==> src/rtl/rv_cu_pkg.sv <==
// Shared encodings for the RV32I multi-cycle control unit: states, ALU
// operation codes, major opcodes and datapath mux selects.
package rv_cu_pkg;

  typedef enum logic [3:0] {
    S_IDLE     = 4'd0,
    S_FETCH    = 4'd1,
    S_DECODE   = 4'd2,
    S_EXE_R    = 4'd3,
    S_EXE_I    = 4'd4,
    S_WB_ALU   = 4'd5,
    S_MEM_ADDR = 4'd6,
    S_LOAD     = 4'd7,
    S_WB_LOAD  = 4'd8,
    S_STORE    = 4'd9,
    S_BRANCH   = 4'd10,
    S_JAL      = 4'd11,
    S_LUI      = 4'd12,
    S_TRAP     = 4'd13
  } state_t;

  localparam logic [3:0] ALU_ADD  = 4'd0;
  localparam logic [3:0] ALU_SUB  = 4'd1;
  localparam logic [3:0] ALU_SLL  = 4'd2;
  localparam logic [3:0] ALU_SLT  = 4'd3;
  localparam logic [3:0] ALU_SLTU = 4'd4;
  localparam logic [3:0] ALU_XOR  = 4'd5;
  localparam logic [3:0] ALU_SRL  = 4'd6;
  localparam logic [3:0] ALU_SRA  = 4'd7;
  localparam logic [3:0] ALU_OR   = 4'd8;
  localparam logic [3:0] ALU_AND  = 4'd9;

  localparam logic [6:0] OP_R      = 7'b0110011;
  localparam logic [6:0] OP_I      = 7'b0010011;
  localparam logic [6:0] OP_LOAD   = 7'b0000011;
  localparam logic [6:0] OP_STORE  = 7'b0100011;
  localparam logic [6:0] OP_BRANCH = 7'b1100011;
  localparam logic [6:0] OP_JAL    = 7'b1101111;
  localparam logic [6:0] OP_LUI    = 7'b0110111;

  // Register writeback source select.
  localparam logic [1:0] WD_ALU = 2'd0;
  localparam logic [1:0] WD_MEM = 2'd1;
  localparam logic [1:0] WD_PC4 = 2'd2;
  localparam logic [1:0] WD_IMM = 2'd3;

  // Next-PC source select.
  localparam logic [1:0] PCS_PC4 = 2'd0;
  localparam logic [1:0] PCS_IMM = 2'd1;

endpackage

==> src/rtl/rv_alu_dec.sv <==
// ALU operation decoder shared by register and immediate ALU instructions.
// funct7[5] selects SUB only for register ops; SRA/SRAI honour it for both.
module rv_alu_dec
  import rv_cu_pkg::*;
(
  input  logic [2:0] funct3,
  input  logic       funct7_b5,
  input  logic       is_imm,
  output logic [3:0] alu_op
);

  // Map funct3 (plus funct7[5] where meaningful) onto an ALU operation code.
  always_comb begin
    alu_op = ALU_ADD;
    case (funct3)
      3'b000:  alu_op = (funct7_b5 && !is_imm) ? ALU_SUB : ALU_ADD;
      3'b001:  alu_op = ALU_SLL;
      3'b010:  alu_op = ALU_SLT;
      3'b011:  alu_op = ALU_SLTU;
      3'b100:  alu_op = ALU_XOR;
      3'b101:  alu_op = funct7_b5 ? ALU_SRA : ALU_SRL;
      3'b110:  alu_op = ALU_OR;
      3'b111:  alu_op = ALU_AND;
      default: alu_op = ALU_ADD;
    endcase
  end

endmodule

==> src/rtl/rv_multicycle_cu.sv <==
// Multi-cycle control unit for the RV32I datapath. Sequences each
// instruction through FETCH/DECODE/EXECUTE/MEM/WB, waits on memory,
// gates issue with run and parks in TRAP on an illegal instruction.
module rv_multicycle_cu
  import rv_cu_pkg::*;
#(
  parameter int ALU_OP_W = 4,
  parameter int MEM_EN   = 1,
  parameter int BR_EN    = 1,
  parameter int WAIT_MEM = 1
) (
  input  logic                clk,
  input  logic                rst_n,
  input  logic                run,
  input  logic [6:0]          opcode,
  input  logic [2:0]          funct3,
  input  logic [6:0]          funct7,
  input  logic                zf,
  input  logic                mem_ready,
  output logic [ALU_OP_W-1:0] ALU_OP,
  output logic                rs2_imm_s,
  output logic [1:0]          w_data_s,
  output logic [1:0]          PC_s,
  output logic                Reg_Write,
  output logic                IR_Write,
  output logic                PC_Write,
  output logic                Mem_Read,
  output logic                Mem_Write,
  output logic                illegal,
  output logic [3:0]          state_o
);

  state_t     st;
  state_t     next_st;
  state_t     end_st;
  logic       mem_rdy;
  logic       is_imm;
  logic [3:0] dec_op;
  logic       unused_funct7;

  // Only funct7[5] matters to this instruction subset.
  assign unused_funct7 = ^{funct7[6], funct7[4:0]};

  // With WAIT_MEM=0 the memory is assumed to complete every access at once.
  assign mem_rdy = (WAIT_MEM != 0) ? mem_ready : 1'b1;

  // IR is stable from DECODE onward, so the opcode tells WB_ALU which
  // flavour of ALU instruction it is completing.
  assign is_imm  = (opcode == OP_I);

  // Finishing an instruction goes straight to the next fetch unless run dropped.
  assign end_st  = run ? S_FETCH : S_IDLE;

  assign state_o = st;
  assign illegal = (st == S_TRAP);

  rv_alu_dec u_alu_dec (
    .funct3    (funct3),
    .funct7_b5 (funct7[5]),
    .is_imm    (is_imm),
    .alu_op    (dec_op)
  );

  // State register; reset drops any in-flight instruction back to IDLE.
  always_ff @(posedge clk or negedge rst_n) begin
    if (!rst_n) st <= S_IDLE;
    else        st <= next_st;
  end

  // Next-state selection and datapath strobes decoded from the current state.
  always_comb begin
    next_st   = st;
    ALU_OP    = '0;
    rs2_imm_s = 1'b0;
    w_data_s  = WD_ALU;
    PC_s      = PCS_PC4;
    Reg_Write = 1'b0;
    IR_Write  = 1'b0;
    PC_Write  = 1'b0;
    Mem_Read  = 1'b0;
    Mem_Write = 1'b0;
    case (st)
      S_IDLE: begin
        if (run) next_st = S_FETCH;
      end
      S_FETCH: begin
        Mem_Read = 1'b1;
        if (mem_rdy) begin
          IR_Write = 1'b1;
          PC_Write = 1'b1;
          PC_s     = PCS_PC4;
          next_st  = S_DECODE;
        end
      end
      S_DECODE: begin
        case (opcode)
          OP_R:              next_st = S_EXE_R;
          OP_I:              next_st = S_EXE_I;
          OP_LOAD, OP_STORE: next_st = (MEM_EN != 0) ? S_MEM_ADDR : S_TRAP;
          OP_BRANCH:         next_st = (BR_EN != 0) ? S_BRANCH : S_TRAP;
          OP_JAL:            next_st = (BR_EN != 0) ? S_JAL : S_TRAP;
          OP_LUI:            next_st = S_LUI;
          default:           next_st = S_TRAP;
        endcase
      end
      S_EXE_R: begin
        ALU_OP  = ALU_OP_W'(dec_op);
        next_st = S_WB_ALU;
      end
      S_EXE_I: begin
        ALU_OP    = ALU_OP_W'(dec_op);
        rs2_imm_s = 1'b1;
        next_st   = S_WB_ALU;
      end
      S_WB_ALU: begin
        ALU_OP    = ALU_OP_W'(dec_op);
        rs2_imm_s = is_imm;
        Reg_Write = 1'b1;
        w_data_s  = WD_ALU;
        next_st   = end_st;
      end
      S_MEM_ADDR: begin
        ALU_OP    = ALU_OP_W'(ALU_ADD);
        rs2_imm_s = 1'b1;
        next_st   = opcode[5] ? S_STORE : S_LOAD;
      end
      S_LOAD: begin
        Mem_Read  = 1'b1;
        ALU_OP    = ALU_OP_W'(ALU_ADD);
        rs2_imm_s = 1'b1;
        if (mem_rdy) next_st = S_WB_LOAD;
      end
      S_WB_LOAD: begin
        Reg_Write = 1'b1;
        w_data_s  = WD_MEM;
        next_st   = end_st;
      end
      S_STORE: begin
        Mem_Write = 1'b1;
        ALU_OP    = ALU_OP_W'(ALU_ADD);
        rs2_imm_s = 1'b1;
        if (mem_rdy) next_st = end_st;
      end
      S_BRANCH: begin
        case (funct3)
          3'b000, 3'b001: begin
            ALU_OP = ALU_OP_W'(ALU_SUB);
            if (funct3[0] ? !zf : zf) begin
              PC_Write = 1'b1;
              PC_s     = PCS_IMM;
            end
            next_st = end_st;
          end
          3'b100, 3'b101, 3'b110, 3'b111: begin
            ALU_OP = funct3[1] ? ALU_OP_W'(ALU_SLTU) : ALU_OP_W'(ALU_SLT);
            if (funct3[0] ? zf : !zf) begin
              PC_Write = 1'b1;
              PC_s     = PCS_IMM;
            end
            next_st = end_st;
          end
          default: next_st = S_TRAP;
        endcase
      end
      S_JAL: begin
        Reg_Write = 1'b1;
        w_data_s  = WD_PC4;
        PC_Write  = 1'b1;
        PC_s      = PCS_IMM;
        next_st   = end_st;
      end
      S_LUI: begin
        Reg_Write = 1'b1;
        w_data_s  = WD_IMM;
        next_st   = end_st;
      end
      S_TRAP: begin
        next_st = S_TRAP;
      end
      default: begin
        next_st = S_IDLE;
      end
    endcase
  end

endmodule

==> config.mk <==
export PLATFORM = sky130hd
export DESIGN_NAME = rv_multicycle_cu
export DESIGN_NICKNAME = d
export VERILOG_FILES = /design/src/rtl/rv_cu_pkg.sv /design/src/rtl/rv_alu_dec.sv /design/src/rtl/rv_multicycle_cu.sv
export SDC_FILE = /design/constraint.sdc
export NUM_CORES = 1
export LEC_CHECK = 0
export ABC_AREA = 1
export CAP_MARGIN = 20
export CORE_UTILIZATION = 38
export CTS_CLUSTER_DIAMETER = 50
export DETAILED_ROUTE_END_ITERATION = 8
export GPL_ROUTABILITY_DRIVEN = 0
export GPL_TIMING_DRIVEN = 0
export PLACE_DENSITY = 0.78
export SKIP_LAST_GASP = 1
export SYNTH_ARGS = -nofsm -noshare
export SYNTH_HDL_FRONTEND = slang
export SYNTH_HIERARCHICAL = 1
export SYNTH_SLANG_ARGS = --single-unit
==> constraint.sdc <==
create_clock -name clk -period 1.3 [get_ports clk]
set_input_delay 0.26 -clock clk [delete_from_list [all_inputs] [get_ports clk]]
set_output_delay 0.26 -clock clk [all_outputs]
set_load 0.01 [all_outputs]
==> impl_metrics.json <==
{
  "status": "complete, but fails checks",
  "violations": "setup timing",
  "path_delay_family": "flip-flops",
  "synth.distinct_cells": 25,
  "numCtsBuffers": 3,
  "cp_max_fo": 5,
  "cts_tree": "yes",
  "async_flop_share": 1.00,
  "synth_mux_area_frac": 0,
  "synthTopCellsByArea": "nand2_1, dfrtp_1, inv_1",
  "vias_per_cell": 5.35,
  "synth_top_family_by_area": "simple AND/OR/NAND/NOR gates",
  "power.density_nw_per_um2": 2010,
  "hold_path_class": "input pin to async pin",
  "p_int_mw": 1.56,
  "synthSimpleGateAreaFrac": 0.550,
  "rsz0062_at_grt": "yes",
  "die_area_um2": 2100,
  "wl_per_cell_um": 16.4,
  "dpl_cell_area_um2": 1130,
  "rows": 15,
  "clock.fmax_mhz": 566,
  "drtPass1Iterations": 5,
  "final_nets": 237,
  "cp_cell_sequence": "nor2_4 -> inv_2 -> o21ai_4 -> buf_6 -> o21ai_2 -> o21ai_1 -> buf_2",
  "place_hpwl_mm": 1.72,
  "drv_cap": 0,
  "yosysTopAreaCell": "nand2_1",
  "slowest_delay_ns": 0.48,
  "diodes": 0,
  "syn_inst": 144,
  "synth_most_common_cell": "nand2_1",
  "yosysWarnings": 6,
  "r2r-start": "state_o[1]",
  "crit_path_end_kind": "primary output",
  "cp.arrival_ns": 1.51,
  "ys_seq_area_frac": 0.137,
  "num_vias": 1279,
  "h-tree-depth": 1,
  "power_switching_mw": 1.60,
  "ys_seq_elements": 4,
  "p_total_mw": 3.16,
  "grt_pass1_wl_mm": 5.21,
  "p_clk_frac": 0.056,
  "seq_power_share": 0.108,
  "setup_viol": 19,
  "grt_overflow_total": 0,
  "fp.dieW_um": 45.9,
  "ant_nets": 0,
  "swShare": 0.507,
  "dr.first_iter.drc_count": 69,
  "cp-start-kind": "flop",
  "fin_crit_ns": 1.77,
  "grt_usage": 0.350,
  "critPathSlowestCell": "dfrtp_2",
  "area_growth_pct": 115,
  "core_area_um2": 1760,
  "required_ns": 1.04,
  "avgSynthCellArea_um2": 5.07,
  "clk_pin_slew_worst_paths_ns": 0.05,
  "hold_viol_final": 0,
  "timing.final.ws_setup_ns": -0.466,
  "whs_ns": 0.205,
  "synth_compound_area_frac": 0.140,
  "io_buffers": 33,
  "synth_xor_xnor_area_share": 0.0120,
  "initial_core_util": 0.414,
  "drc_errors": 0,
  "irDropWorstVdd_mv": 2.16,
  "largest_reg_flops": 4,
  "pin_count": 41,
  "clock_path_buffers": 2,
  "synth_top_area_share": 0.247,
  "crit_start": "state_o[3]",
  "ys.flop_type": "dfrtp_1",
  "synth_edf_count": 0,
  "maxSlewViolCount": 0,
  "clock_skew_ns": 0.0131,
  "die_h_um": 45.9,
  "netlist_area_um2": 731,
  "worstSkewPairLatency_ns": 0.25,
  "totalWireLength_mm": 3.92,
  "fin_area_um2": 1570,
  "grt_pass1_vias": 1176,
  "leakagePower_nw": 0.952,
  "cts_root_buf": "clkbuf_4",
  "cts_sinks": 4,
  "p_comb_frac": 0.836,
  "synth-adder-area-share": 0,
  "period_share": 1.36,
  "synth_common_cells": "nand2_1, inv_1, nand3_1",
  "antenna_found_initial": 0,
  "grt_max_degree": 9,
  "synthesis.nets": 166,
  "crit_buf_inv": 3,
  "layout-drive-gt1-share": 0.579,
  "worstSetupPathType": "flop to primary output"
}
==> final timing paths <==
check | to | slack (ns) | depth (start not counted)
setup / recovery | ALU_OP[1] | -0.47 | 7
hold / removal | state_o[1] | 0.21 | 1
setup reg to reg | state_o[1] | -0.38 | 11
hold reg to reg | state_o[2] | 0.89 | 5
max in group asynchronous | state_o[0] | 0.91 | 1
min in group clk | state_o[3] | 0.45 | 5
==> metrics by stage <==
| stage | TNS (ns) | cells | util | worst slack (ns) |
|---|---|---|---|---|
| after detailed placement | -9.85 | 202 | 0.643 | -1.01 |
| final | -6.12 | 239 | 0.889 | -0.466 |
| after CTS | -4.49 | 227 | 0.779 | -0.390 |
| after floorplan | -0.0000309 | 144 | - | -0.0000309 |
| after global placement | -9.43 | 202 | 0.643 | -1.05 |
| after global routing | -6.76 | 239 | 0.889 | -0.507 |
==> worst reg2reg max path, stage by stage (launching register included) <==
cell and delay (ns):
dfrtp_2 0.49, buf_6 0.15, nand2_4 0.06, buf_4 0.14, buf_6 0.10, buf_4 0.14
nor2_4 0.17, buf_6 0.13, nand2_2 0.05, nand2_2 0.07, nand2_1 0.05, nand2_1 0.06
==> per-layer routing <==
layer,up-vias,part of all wire,track usage
met5,-,0,0
met4,0,0.061,0.200
met3,26,0.082,0.0397
met2,97,0.49,0.634
met1,566,0.37,0.386
li1,590,-,-
==> area by class of cell <==
type / count / area, um2
clock buffers: 4 / 26.3
inverters: 28 / 119
fillers: 99 / 195
well taps: 25 / 31.3
repair buffers: 66 / 541
flip-flops and latches: 4 / 105
multi-input cells: 111 / 739
plain buffers: 1 / 7.51
==> logic make-up after synthesis <==
kind of cell           count (synthesis)
AO/OA/AOI/OAI                         18
other                                  1
XOR/XNOR                               1
AND/OR/NAND/NOR                       91
flip-flops                             4
buffers and inverters                 29
==> what timing repair did <==
item	CTS	global route
endpoints found under the setup margin	22	20
pin swaps	16	15
resized for setup	112	60
setup buffers	21	14
cloned	0	0
hold buffers	0	0
==> power by group through the flow <==
stage | registers (mW) | logic [mW] | clock network [mW]
after global routing | 0.344 | 2.79 | 0.180
after global placement | 0.298 | 1.45 | 0
after CTS | 0.317 | 2.00 | 0.177
after detailed placement | 0.303 | 1.47 | 0
final | 0.340 | 2.64 | 0.177
after floorplan | 0.316 | 0.848 | 0
==> layout by cell type (no fill, tap or decap), drive strengths merged <==
cell type	instances
buf	48
conb	1
clkdlybuf4s50	4
and2	1
clkbuf	12
o21ai	12
xor2	1
clkdlybuf4s15	2
o21a	1
o211ai	1
nor3	1
o31ai	1
dfrtp	4
nand2	52
nand4	2
clkinv	2
dlygate4sd2	5
inv	26
a21oi	3
or2	1
nor2	19
nand3	15
Power figures use the tool's default switching activity.
==> RTL edit: new RTL, same flow settings <==
Reset style: synchronous (`rst_n`), changed in one clocked block.
--- a/src/rtl/rv_multicycle_cu.sv
+++ b/src/rtl/rv_multicycle_cu.sv
@@ -63,5 +63,5 @@
 
   // State register; reset drops any in-flight instruction back to IDLE.
-  always_ff @(posedge clk or negedge rst_n) begin
+  always_ff @(posedge clk) begin
     if (!rst_n) st <= S_IDLE;
     else        st <= next_st;
Behaviour: differs if rst_n is asserted again (counterexample within 4 cycles, from zero or initial values and one cycle with rst_n low); with rst_n held inactive, the same outputs for 10 cycles.
==> RTL edit against the unedited design <==
Power shrank 42%; sequential cell count is the same; sequential power shrank 25%; wire length grew 0.46%; setup slack gained 0.12 ns; synthesized area shrank 1.2%; clock skew shrank 0.0073 ns; final area shrank 2.3%; register-to-register slack gained 0.16 ns; global-route usage shrank 3.0 points; die area shrank 1.2%; non-clock buffer count shrank 6; the flow still finishes with violations (negative setup slack).
==> RTL edit: results (changes against the unedited design) <==
Worst Skew=0.00576 ns (was 0.0131 ns); Reg2Reg Setup Slack=-0.22 ns (was -0.38 ns); Post-synth ARST share=0% (was 100%); Hold Slack=0.580 ns (was 0.205 ns); syn nets=162 (was 166); final setup vio count=18 (was 19); synthesized area per cell=5.16 µm² (was 5.07 µm²); Resize count post-CTS=139 (was 112); reg2reg end=state_o[1] (unchanged); status=finished with violations (unchanged); DP HPWL=1700 µm (was 1720 µm); cell total after placement=198 (was 202); maximum fanout along the worst path=4 (was 5); Synth area leaders=nand2_1, inv_1, dfxtp_1 (was nand2_1, dfrtp_1, inv_1); failing checks=negative setup slack (unchanged); met3 Usage GRT=7.14% (was 3.97%); filler instances=90 (was 99); Static Leak=0.000885 µW (was 0.000952 µW); post-synth cell types=27 (was 25); post-synthesis compound-gate area fraction=17.7% (was 14.0%); xor/xnor share of the synthesized area=2.43% (was 1.20%); setup ws final=-0.350 ns (was -0.466 ns); number of global-route vias before repair=1134 (was 1176); routed length per instance=17.2 µm (was 16.4 µm); Min-Delay Path Class=input pin to flop (was input pin to asynchronous set/reset pin)
==> RTL edit: changes by cell type after synthesis, sizes merged, moves of 3 or more <==
cell   change
a21oi      +3
dfrtp      -4
dfxtp      +4
nand3      -4
o21ai      -6
==> RTL edit: worst max-delay path by stage <==
| stage | to | cells after the start |
|---|---|---|
| final | ALU_OP[2] | 6 |
| after global routing | ALU_OP[1] | 6 |
| after CTS | PC_Write | 7 |
| after detailed placement | ALU_OP[0] | 13 |
| after global placement | ALU_OP[0] | 13 |
| after floorplan | ALU_OP[0] | 11 |
==> RTL edit: layer usage <==
metal / share of wire (%) / wire length, µm
met1: 35 / 1360
met2: 49 / 1940
met3: 8.9 / 352
met4: 7.2 / 282
met5: 0 / 0
==> RTL edit: power by group through the flow <==
stage          combinational [µW]  clock [µW]  sequential, µW
3_3_place_gp                  824           0             211
2_1_floorplan                 480           0             221
5_1_grt                      1470         188             261
3_5_place_dp                  839           0             211
6_report                     1400         180             256
4_1_cts                      1050         185             246
==> RTL edit: cells by family after synthesis <==
logic type / Yosys count
buf+inv: 27
xor+xnor: 2
flops: 4
simple gates: 87
other cells: 1
compound gates: 19
==> RTL edit: final cells by class <==
| type | instances | area, µm² | share of cell area, % |
|---|---|---|---|
| plain buffers | 1 | 7.51 | 0.490 |
| inverters | 26 | 126 | 8.24 |
| repair buffers | 60 | 495 | 32.3 |
| clock buffers | 4 | 26.3 | 1.71 |
| flip-flops and latches | 4 | 95.1 | 6.20 |
| well taps | 25 | 31.3 | 2.04 |
| multi-input cells | 109 | 751 | 49.0 |
==> RTL edit: critical path, stage by stage (launching register included) <==
cell and delay (ns):
dfxtp_4 0.38, inv_4 0.06, nor2_4 0.16, nand2_1 0.15, nand3_2 0.14, a32o_1 0.13, buf_2 0.13
